$ cat src/rtl/brick_raster.sv
// Brick grid rasteriser: walks brick memory one brick at a time and emits a
// per-pixel plot stream (x, y, colour, writeEn) coloured by each brick's health.
module brick_raster #(
   parameter int GRID_X   = 16,
   parameter int GRID_Y   = 4,
   parameter int BRICK_W  = 10,
   parameter int BRICK_H  = 5,
   parameter int ORIGIN_X = 0,
   parameter int ORIGIN_Y = 8
) (
   input  logic       clk,
   input  logic       resetn,
   input  logic       go,
   input  logic       skip_dead,
   output logic [5:0] mem_addr,
   input  logic [1:0] mem_health,
   output logic [9:0] x,
   output logic [9:0] y,
   output logic [2:0] colour,
   output logic       writeEn,
   output logic       busy,
   output logic       done
);

   localparam logic [5:0] LAST_IDX = 6'(GRID_X * GRID_Y - 1);
   localparam logic [5:0] LAST_COL = 6'(GRID_X - 1);
   localparam logic [9:0] LAST_PX  = 10'(BRICK_W - 1);
   localparam logic [9:0] LAST_PY  = 10'(BRICK_H - 1);

   typedef enum logic [2:0] {
      S_IDLE, S_FETCH, S_LATCH, S_DRAW, S_NEXT, S_DONE
   } state_t;

   state_t     r_state, w_state_next;
   logic [5:0] r_idx,  w_idx_next;
   logic [5:0] r_col,  w_col_next;
   logic [5:0] r_row,  w_row_next;
   logic [9:0] r_px,   w_px_next;
   logic [9:0] r_py,   w_py_next;
   logic [1:0] r_hreg, w_hreg_next;

   always_ff @(posedge clk) begin
      if (!resetn) begin
         r_state <= S_IDLE;
         r_idx   <= '0;
         r_col   <= '0;
         r_row   <= '0;
         r_px    <= '0;
         r_py    <= '0;
         r_hreg  <= '0;
      end else begin
         r_state <= w_state_next;
         r_idx   <= w_idx_next;
         r_col   <= w_col_next;
         r_row   <= w_row_next;
         r_px    <= w_px_next;
         r_py    <= w_py_next;
         r_hreg  <= w_hreg_next;
      end
   end

   always_comb begin
      w_state_next = r_state;
      w_idx_next   = r_idx;
      w_col_next   = r_col;
      w_row_next   = r_row;
      w_px_next    = r_px;
      w_py_next    = r_py;
      w_hreg_next  = r_hreg;
      unique case (r_state)
         S_IDLE: begin
            if (go) begin
               w_idx_next   = '0;
               w_col_next   = '0;
               w_row_next   = '0;
               w_state_next = S_FETCH;
            end
         end
         S_FETCH: w_state_next = S_LATCH;
         S_LATCH: begin
            // Health is captured here so later memory writes cannot alter this brick.
            w_hreg_next  = mem_health;
            w_px_next    = '0;
            w_py_next    = '0;
            w_state_next = (mem_health == 2'd0 && skip_dead) ? S_NEXT : S_DRAW;
         end
         S_DRAW: begin
            if (r_px == LAST_PX) begin
               w_px_next = '0;
               if (r_py == LAST_PY) begin
                  w_py_next    = '0;
                  w_state_next = S_NEXT;
               end else begin
                  w_py_next = r_py + 10'd1;
               end
            end else begin
               w_px_next = r_px + 10'd1;
            end
         end
         S_NEXT: begin
            if (r_idx == LAST_IDX) begin
               w_state_next = S_DONE;
            end else begin
               w_idx_next = r_idx + 6'd1;
               if (r_col == LAST_COL) begin
                  w_col_next = '0;
                  w_row_next = r_row + 6'd1;
               end else begin
                  w_col_next = r_col + 6'd1;
               end
               w_state_next = S_FETCH;
            end
         end
         S_DONE:  w_state_next = S_IDLE;
         default: w_state_next = S_IDLE;
      endcase
   end

   logic [9:0] w_pix_x, w_pix_y;
   logic [2:0] w_pix_colour;
   logic       w_gap;

   assign w_pix_x = 10'(ORIGIN_X) + 10'(r_col * BRICK_W) + r_px;
   assign w_pix_y = 10'(ORIGIN_Y) + 10'(r_row * BRICK_H) + r_py;
   assign w_gap   = (r_px == LAST_PX) || (r_py == LAST_PY);

   always_comb begin
      w_pix_colour = 3'b000;
      if (!w_gap) begin
         unique case (r_hreg)
            2'd3:    w_pix_colour = 3'b100;
            2'd2:    w_pix_colour = 3'b110;
            2'd1:    w_pix_colour = 3'b010;
            default: w_pix_colour = 3'b000;
         endcase
      end
   end

   // Pixel bus is zeroed outside DRAW so it reads 0 after reset.
   assign writeEn  = (r_state == S_DRAW);
   assign x        = writeEn ? w_pix_x : 10'd0;
   assign y        = writeEn ? w_pix_y : 10'd0;
   assign colour   = writeEn ? w_pix_colour : 3'b000;
   assign busy     = (r_state != S_IDLE);
   assign done     = (r_state == S_DONE);
   assign mem_addr = r_idx;

endmodule
$ cat config.mk
export PLATFORM = sky130hd
export DESIGN_NAME = brick_raster
export DESIGN_NICKNAME = d
export VERILOG_FILES = /design/src/rtl/brick_raster.sv
export SDC_FILE = /design/constraint.sdc
export NUM_CORES = 1
export LEC_CHECK = 0
export ABC_CLOCK_PERIOD_IN_PS = 2800
export CORE_MARGIN = 5
export CORE_UTILIZATION = 58
export CTS_CLUSTER_SIZE = 20
export DETAILED_ROUTE_END_ITERATION = 10
export DONT_BUFFER_PORTS = 1
export PLACE_DENSITY = 0.76
export SETUP_SLACK_MARGIN = 0.3
export SYNTH_ARGS = -nofsm -noshare
export SYNTH_HDL_FRONTEND = slang
export SYNTH_SLANG_ARGS = --single-unit
export TNS_END_PERCENT = 100
$ cat constraint.sdc
create_clock -name clk -period 2.8 [get_ports clk]
set_input_delay 0.14 -clock clk [delete_from_list [all_inputs] [get_ports clk]]
set_output_delay 0.14 -clock clk [all_outputs]
set_load 0.05 [all_outputs]
==> metrics.md <==
| Metric | Value |
|---|---|
| Outcome | complete, but fails checks |
| Failing checks | negative setup slack |
| Max-Cap Viols | 0 |
| #FFs+latches synth | 43 |
| DRT Wirelength | 9553 um |
| Setup violators final | 10 |
| Die area | 7872 um^2 |
| Total CTS buffers | 5 |
| DP Area | 4252 um^2 |
| Longest Clk Path Bufs | 2 |
| Via count | 3523 |
| Routed Antenna Nets | 0 |
| WL per Instance | 16.59 um |
| Total congestion overflow | 0 |
| Clock Latency Late Sink | 0.31 ns |
| YS warnings | 0 |
| Area Overhead vs Synth | 30.00% |
| Worst Path Buf+Inv | 2 |
| Initial antenna violation count | 0 |
| Synth Instances | 439 |
| Fmax | 0.2954 GHz |
| Crit path kind | reg2out |
| Starting Density | 0.6000 |
| Min-Delay Path Depth | 2 |
| Share of layout cells above drive strength 1 | 0.2675 |
| Worst-margin pin slew | 0.8601 ns |
| Post-synth top area share | 0.2395 |
| Total Neg Setup Slack | -3.902 ns |
| Yosys top cell by area | dfxtp_1 |
| DR vias/cell | 6.116 |
| Vert. Die Dim | 88.73 um |
| Sequential fraction of the synthesis area | 0.2395 |
| Critical Path Source Type | flip-flop |
| First DRT Iteration DRCs | 224 |
| Min-delay src | resetn |
| WHS Endpoint | r_row[3] |
| Cells on worst reg2reg path | 6 |
| First-pass GRT wire length | 15080 um |
| DRC | 0 |
| EDFF count, synth | 0 |
| Distinct cells, synth | 57 |
| Nets | 561 |
| Period utilization | 1.209 |
| Slew Limit Fails | 0 |
| Worst Path Arrival | 3.24 ns |
| Detailed placement HPWL | 6512 um |
| CTS tree | yes |
| CP Data Required Time | 2.66 ns |
| Reg2Reg Capture Point | r_py[8] |
| Worst Setup End Kind | primary output |
| Routability cong. | 0.7991 |
| I/O Buffers | 0 |
| Sink Count | 43 |
| Syn_nets | 500 |
| Critical path origin | r_row[0] |
| Die X | 88.73 um |
| Synth Cell Area | 3595 um^2 |
| Reg clk slew, reported paths | 0.08 ns |
| Syn avg cell area | 8.188 um^2 |
| H-tree levels | 2 |
| Hold slack | 0.006338 ns |
| Slowest cell on crit path | fa_1 |
| Crit-path cells | ha_4, inv_2, fa_1, inv_1, fa_1, ha_1, a21o_1, a21o_1, a21oi_2, mux2i_1, o311ai_4 |
| Final Core Density | 0.7801 |
| Top cells by area, synth | dfxtp_1, ha_1, nor2_1, fa_1, a21oi_1 |
| Drt pass-1 iters | 5 |
| Fin. Hold Viols | 0 |
| Critical R2R Launch | r_state[1] |
| Crit-path max cell delay | 0.48 ns |
| Fin Clk Skew | 0.01487 ns |
| Vias in the first global route | 3321 |
| Crit path max fanout | 2 |
| Design area | 4673 um^2 |
| Core box area | 5991 um^2 |
| Rel. slew slack | 0.4234 |
| Leak | 2.015 nW |
| Peak supply drop | 0.4877 mV |
| Fin cells | 576 |
| Final WS setup | -0.5848 ns |
| PD cells | 271.2 nW/um^2 |
| Root Buffer | clkbuf_8 |
| Placed Cells | 552 |
| R2R Setup Slk | 0.67 ns |
| Top FF cell, synth | dfxtp_1 |
| Ys async rst share | 0 |
| Row Count | 28 |
| Crit path max-delay family | adder cells |
| Largest net degree at the start of global routing | 24 |
| Hold Path Class | in2reg |
| Unrepaired setup endpoints after global routing | true |
| N_diodes | 0 |
| Tot GR Track Use | 0.2378 |
| Top Ports | 38 |
| Final min period | 3.385 ns |
layout make-up:
class	count	area [um^2]
Fill cell	412	1318
Inverter	24	90.09
Timing Repair Buffer	70	620.6
Clock buffer	5	68.82
Tap cell	75	93.84
Sequential cell	43	872.1
Multi-Input combinational cell	356	2903
Clock inverter	3	25.02
cells in the mapped netlist, drive strengths merged (3+ instances only):
cell and instances:
nor2 50, ha 47, dfxtp 43, nand2 30, a21oi 28, inv 24, nand3 22, o21ai 22
nor3 12, xnor2 12, a21o 10, clkbuf 10, o211ai 9, and2 8, and3 8, fa 8
a31oi 7, nor3b 7, buf 6, nand3b 6, nor2b 6, xor2 6, nand2b 5, or3 5
a31o 4, mux2i 4, a311oi 3, nand4b 3, nor4 3, nor4b 3, o22ai 3
through the flow:
stage / setup WS [ns] / power, mW
2_1_floorplan: -0.1425 / 0.8113
3_3_place_gp: -0.1395 / 0.8448
3_5_place_dp: -0.2142 / 0.8495
4_1_cts: -0.5332 / 1.265
5_1_grt: -0.6923 / 1.324
6_report: -0.5848 / 1.267
layout by cell type, fill, tap and decap left out, types with 4 or more instances in the layout:
cell	synthesis	routed
o21ai_0	22	20
or3_1	5	5
a21o_1	10	10
clkbuf_8	0	5
nor3_1	11	10
nor2_4	0	5
nor3b_1	7	6
nor2b_1	6	6
xnor2_1	12	8
dfxtp_1	43	38
nor2_1	50	45
nand3b_1	5	5
buf_6	0	10
fa_1	8	6
a21oi_2	0	6
and2_1	8	7
ha_4	0	6
inv_1	24	23
nand3_1	21	20
buf_4	3	53
a31o_2	4	4
nand2b_1	5	5
a31oi_1	7	7
a21oi_1	28	21
and3_1	8	7
xor2_1	6	4
nand2_1	30	30
o211ai_1	9	9
ha_1	47	40
buf_12	0	4
worst max-delay path by stage:
stage                 to  cells past startpoint
detailed placement  y[9]                     13
floorplan           y[7]                     11
global route        y[7]                     11
finish              y[7]                     11
global placement    y[7]                     11
CTS                 y[7]                     11
cells by family (layout without fill, tap and decap cells):
kind of cell | after synthesis | count (layout) | share of synthesized area
multiplexers | 5 | 5 | 0.01427
AND/OR/NAND/NOR | 171 | 171 | 0.2544
buffers and inverters | 40 | 102 | 0.04595
flip-flops | 43 | 43 | 0.2395
AO/OA/AOI/OAI | 106 | 106 | 0.1928
XOR/XNOR | 18 | 18 | 0.04386
adder cells (fa/ha/maj) | 55 | 55 | 0.2081
other | 1 | 1 | 0.001043
repair_timing:
item / 4_1_cts / 5_1_grt
hold buffers: 3 / 0
resized for setup: 11 / 24
setup endpoints to repair: 17 / 21
hold endpoints to repair: 15 / 0
setup buffers: 4 / 9
pin swaps: 15 / 10
state kept, by name (all words and copies together) (netlist names):
| signal | flops |
|---|---|
| r_row | 6 |
| r_state | 3 |
| mem_addr | 6 |
| r_px | 10 |
| r_hreg | 2 |
| r_col | 6 |
| r_py | 10 |
per-layer routing:
layer,track usage,vias up,routed length (um)
met3,0.03166,13,512
met5,0,-,0
li1,-,1706,-
met2,0.4089,126,4827
met4,0.05357,0,129
met1,0.3163,1678,4083
where the power goes:
part	internal, mW	leakage [nW]	switching, mW	total [mW]
registers	0.620	0.350	0.0182	0.638
logic	0.0708	1.62	0.139	0.210
clock network	0.179	0.0443	0.240	0.419
total	0.869	2.02	0.398	1.27
Power figures use the tool's default switching activity.
